--- src/rtl/clb_defs.sv ---
// Shared CLB datapath definitions: lane count and select width for the 8-way mux/demux pair.
package clb_defs;

  localparam int LANES = 8;
  localparam int SEL_W = 3;

  typedef logic [SEL_W-1:0] lane_sel_t;
  typedef logic [LANES-1:0] lane_vec_t;

  function automatic lane_vec_t sel_onehot(input lane_sel_t sel);
    lane_vec_t one;
    one = {{(LANES-1){1'b0}}, 1'b1};
    return one << sel;
  endfunction

endpackage

--- src/rtl/demux_lane_slot.sv ---
// One-entry valid/ready holding register for a single demux output lane.
module demux_lane_slot #(
  parameter int WIDTH = 8
) (
  input  logic             clk,
  input  logic             rst,
  input  logic             push_i,
  input  logic             pop_i,
  input  logic [WIDTH-1:0] data_i,
  output logic             full_o,
  output logic [WIDTH-1:0] data_o
);

  logic             full_q;
  logic             full_d;
  logic [WIDTH-1:0] data_q;
  logic [WIDTH-1:0] data_d;

  // A push always wins over a pop, so a same-cycle push/pop replaces the word.
  always_comb begin
    full_d = full_q;
    data_d = data_q;
    if (push_i) begin
      full_d = 1'b1;
      data_d = data_i;
    end else if (pop_i) begin
      full_d = 1'b0;
    end else begin
      full_d = full_q;
    end
  end

  // Slot state register.
  always_ff @(posedge clk or posedge rst) begin
    if (rst) begin
      full_q <= 1'b0;
      data_q <= {WIDTH{1'b0}};
    end else begin
      full_q <= full_d;
      data_q <= data_d;
    end
  end

  assign full_o = full_q;
  assign data_o = data_q;

endmodule

--- src/rtl/demux_1x8_stream.sv ---
// Registered 1-to-8 stream demultiplexer: steers each accepted word into one
// of eight independent one-entry lane slots and counts accepted transfers.
module demux_1x8_stream
  import clb_defs::*;
#(
  parameter int WIDTH = 8,
  parameter int CNT_W = 16
) (
  input  logic             clk,
  input  logic             rst,
  input  logic [WIDTH-1:0] in_data,
  input  logic [SEL_W-1:0] in_sel,
  input  logic             in_valid,
  output logic             in_ready,
  output logic [WIDTH-1:0] out_data0,
  output logic [WIDTH-1:0] out_data1,
  output logic [WIDTH-1:0] out_data2,
  output logic [WIDTH-1:0] out_data3,
  output logic [WIDTH-1:0] out_data4,
  output logic [WIDTH-1:0] out_data5,
  output logic [WIDTH-1:0] out_data6,
  output logic [WIDTH-1:0] out_data7,
  output logic [LANES-1:0] out_valid,
  input  logic [LANES-1:0] out_ready,
  output logic [CNT_W-1:0] xfer_count
);

  lane_vec_t        full_s;
  lane_vec_t        push_s;
  lane_vec_t        pop_s;
  logic             accept_s;
  logic [WIDTH-1:0] lane_data_s [LANES];
  logic [CNT_W-1:0] cnt_q;
  logic [CNT_W-1:0] cnt_d;

  // The selected slot may be refilled in the same cycle it drains.
  assign in_ready = ~full_s[in_sel] | out_ready[in_sel];
  assign accept_s = in_valid & in_ready;
  assign pop_s    = full_s & out_ready;

  // Select decode: at most one lane is pushed per cycle.
  always_comb begin
    push_s = {LANES{1'b0}};
    if (accept_s) begin
      push_s = sel_onehot(in_sel);
    end else begin
      push_s = {LANES{1'b0}};
    end
  end

  for (genvar k = 0; k < LANES; k++) begin : g_lane
    demux_lane_slot #(
      .WIDTH (WIDTH)
    ) u_slot (
      .clk    (clk),
      .rst    (rst),
      .push_i (push_s[k]),
      .pop_i  (pop_s[k]),
      .data_i (in_data),
      .full_o (full_s[k]),
      .data_o (lane_data_s[k])
    );
  end

  // Accepted-transfer counter, wraps naturally at 2^CNT_W.
  always_comb begin
    cnt_d = cnt_q;
    if (accept_s) begin
      cnt_d = cnt_q + {{(CNT_W-1){1'b0}}, 1'b1};
    end else begin
      cnt_d = cnt_q;
    end
  end

  // Counter register.
  always_ff @(posedge clk or posedge rst) begin
    if (rst) begin
      cnt_q <= {CNT_W{1'b0}};
    end else begin
      cnt_q <= cnt_d;
    end
  end

  assign out_valid  = full_s;
  assign xfer_count = cnt_q;
  assign out_data0  = lane_data_s[0];
  assign out_data1  = lane_data_s[1];
  assign out_data2  = lane_data_s[2];
  assign out_data3  = lane_data_s[3];
  assign out_data4  = lane_data_s[4];
  assign out_data5  = lane_data_s[5];
  assign out_data6  = lane_data_s[6];
  assign out_data7  = lane_data_s[7];

endmodule
--- config.mk ---
export PLATFORM = sky130hd
export DESIGN_NAME = demux_1x8_stream
export DESIGN_NICKNAME = d
export VERILOG_FILES = /design/src/rtl/clb_defs.sv /design/src/rtl/demux_lane_slot.sv /design/src/rtl/demux_1x8_stream.sv
export SDC_FILE = /design/constraint.sdc
export NUM_CORES = 1
export LEC_CHECK = 0
export BUFFER_PORTS_ARGS = -buffer_cell sky130_fd_sc_hd__buf_2
export CAP_MARGIN = 25
export CELL_PAD_IN_SITES_DETAIL_PLACEMENT = 1
export CELL_PAD_IN_SITES_GLOBAL_PLACEMENT = 1
export CORE_MARGIN = 2
export CORE_UTILIZATION = 38
export CTS_CLUSTER_DIAMETER = 30
export CTS_CLUSTER_SIZE = 12
export DETAILED_ROUTE_END_ITERATION = 12
export PLACE_DENSITY = 0.83
export SLEW_MARGIN = 15
export SYNTH_ARGS = -nofsm -noshare
export SYNTH_HDL_FRONTEND = slang
export SYNTH_HIERARCHICAL = 1
export SYNTH_SLANG_ARGS = --single-unit
--- constraint.sdc ---
create_clock -name clk -period 2.1 [get_ports clk]
set_input_delay 0.525 -clock clk [delete_from_list [all_inputs] [get_ports clk]]
set_output_delay 0.525 -clock clk [all_outputs]
set_load 0.005 [all_outputs]
==> results.md <==
* Sequential-to-total area share from yosys stat at 54.2%
* Mapped Cells at 273
* Hold Path Class: input pin to async pin
* WP data required at approximately 1.6 ns
* Cells along the critical path: buf_2 -> or2b_4 -> a2bb2oi_4 -> buf_6 -> o22ai_4 -> inv_1 -> buf_2
* Worst-path clk slew at 0.11 ns
* Setup Viol. Count Final at 1
* Syn-to-layout area delta at 29.0%
* Ports at between 100 and 150
* Finished Core Util at 50.5%
* Row cnt at 37
* Worst-Margin Slew at 0.661 ns
* CTS Buf Count at 9
* Root Driver: clkbuf_8
* Hpwl dp at roughly 8.4 mm
* Pwr/cell area at about 1100 nW/um^2
* Leakage at between 2 and 3 nW
* CP Data Arrival Time at around 1.6 ns
* Pre-antenna DRT Iters at 4
* Crit path launch type: input pin
* Avg WL per Cell at between 20 and 25 um
* First-pass GRT wire length at between 15 and 20 mm
* Avg Inst Size Synth at 14.9 sq um
* Final nets at between 400 and 500
* Max FO, Critical Path at 6
* CORE AREA at 10400 sq um
* Slowest-stage cell, CP: or2b_4
* Run status: finished, violations left
* Gr usage total at 20.7%
* Max VDD drop at between 0.0004 and 0.0005 V
* GP Congestion at approximately 0.80
* Largest net degree at the start of global routing at 17
* Vias at ~2700
* Syn Std Cell Area at between 4000 and 5000 sq um
* Drt drc at 0
* Detailed Route Iter0 Violations at 134
* Initial Utilization at between 30% and 40%
* Worst Slack Setup Final at -0.0229 ns
* DR vias/cell at 4.91
* CP peak stage delay at roughly 0.31 ns
* Chip Height at 107 um
* Crit-path leading delay family: buffers and inverters
* Power, Total at 5.93 mW
* Chip Width at 107 um
* Placed Area at between 4000 and 5000 sq um
* CTS tree: yes
* Tcrit/Tclk final at 101%
* Antenna violations before repair at 0
* Worst-Skew Late Latency at between 0.3 and 0.4 ns
* CTS Sinks at 88
* Non-Filler Instances at about 550
* Die area at ~12000 sq um
* N_diodes at 0
* Final Max Tran Viols at 0
* Count of cell types in the netlist at 27
* Pre-CTS WS at -0.669 ns
* Synthesis Warnings at 6
* Fraction of layout cells with a size suffix above 1 at roughly three fifths
* CP bufs+invs at 4
* Final wirelength at between 10 and 15 mm
* CTS H-tree lvls at 3
* CTS max path bufs at 2
* RSZ-0062 raised after global routing: yes
* Final hold vios at 0
* Failing checks: setup timing
* Max Cap Viol at 0
* Final hold slack at 0.233 ns
* Clock period minus worst slack at approximately 2.1 ns
* Slew headroom at ~56%
* Max Freq at 471 MHz
* Count of input and output buffers at 110
* Crit Path Class: input pin to output port
* Most frequent CP cell: buf_2
* Critical Path Sink Type: output port
* Grt ovf at 0
* Number of global-route vias before repair at approximately 3000
* Cts-stage hold buffer count at 0
* Cell area after layout at approximately 5200 sq um
* TNS Setup at -0.0229 ns
* ANT nets after route at 0
* Syn_nets at 296
* Clk_skew at around 0.020 ns
* Yosys reg bits at a little under 90
* DP Cell Count at 534
## cell type report
type / instances / area [sq um]
well taps: 136 / 170
multi-input cells: 156 / 1790
inverters: 18 / 67.6
flip-flops and latches: 88 / 2200
fillers: 1094 / 5130
repair buffers: 137 / 801
clock buffers: 10 / 138
clock inverters: 6 / 73.8
## registers in the layout (all words and copies together) (netlist names)
| register | cells |
|---|---|
| g_lane.u_slot/full_o | 8 |
| g_lane.u_slot/data_o | 64 |
| xfer_count | 16 |
## cell usage after synthesis (all sizes together)
cell type / number / area, sq um
buf: 11 / 120
ha: 1 / 12.5
mux2i: 5 / 50.1
nand3: 6 / 30.0
a21o: 8 / 70.1
o22a: 1 / 10.0
o22ai: 1 / 20.0
nand2: 10 / 37.5
nand2b: 1 / 8.76
dfrtp: 88 / 2200
xor2: 14 / 123
nor2: 3 / 11.3
inv: 18 / 67.6
and2: 8 / 50.1
or2b: 1 / 8.76
xnor2: 1 / 8.76
or2: 1 / 6.26
mux2: 70 / 1030
o221ai: 1 / 15.0
nor3: 11 / 70.1
a2bb2oi: 1 / 26.3
nor4: 9 / 56.3
nand4: 1 / 12.5
and3: 2 / 12.5
## repair_timing
| item | 4_1_cts | 5_1_grt |
|---|---|---|
| endpoints found under the setup margin | 62 | 11 |
| pin swaps | 1 | 0 |
| buffers inserted | 1 | 0 |
| gates resized for setup | 6 | 7 |
## report_power, final
part           total, mW  internal, mW  switching [mW]
registers           2.61          2.21           0.398
logic               2.05          1.23           0.828
clock network       1.26         0.600           0.662
total               5.93          4.04            1.89
## layer usage
| layer | wire, um | up-vias | global-route usage, % |
|---|---|---|---|
| met5 | 0 | - | 0 |
| met4 | 188 | 0 | 7.23 |
| met3 | 442 | 13 | 3.75 |
| met2 | 5910 | 65 | 34.7 |
| li1 | - | 1208 | - |
| met1 | 4990 | 1421 | 27.0 |
## worst paths after layout
| check | start | end | slack, ns | depth (start not counted) |
|---|---|---|---|---|
| max | in_sel[0] | in_ready | -0.02 | 7 |
| min | rst | g_lane[5].u_slot/data_o[0] | 0.23 | 2 |
| max reg2reg | g_lane[2].u_slot/full_o | g_lane[2].u_slot/data_o[5] | 0.09 | 8 |
| min reg2reg | xfer_count[8] | xfer_count[8] | 0.49 | 1 |
| max in group asynchronous | rst | xfer_count[3] | 1.32 | 2 |
| min in group clk | xfer_count[8] | xfer_count[8] | 0.49 | 1 |
## layout by cell type (no fill, tap or decap), types with 3 or more instances in the layout
cell	count
buf_2	109
dfrtp_1	88
mux2_4	69
buf_4	23
inv_1	18
xor2_1	14
nand2_1	10
clkbuf_8	10
and2_1	8
a21o_2	8
nor4_1	7
nor3_2	6
nand3_1	6
mux2i_1	5
nor2_1	3
nor3_4	3
inv_6	3
buf_12	3
## worst reg2reg max path: stages (launching register included)
cell and delay (ns):
dfrtp_1 0.42, mux2i_1 0.16, mux2_4 0.21, buf_6 0.10, o22ai_4 0.06, buf_4 0.17, nor4_4 0.28, buf_12 0.19
mux2_4 0.31
## cell families after synthesis
kind of cell               share of synthesized area (%)
xor gates and xnor gates                            3.23
AOI/OAI and AO/OA                                   3.48
muxes                                               26.6
DFF                                                 54.2
and+or+nand+nor                                     7.49
buffers and inverters                               4.62
adders and majority gates                          0.308
No activity file was read; power rests on OpenSTA's default activity.
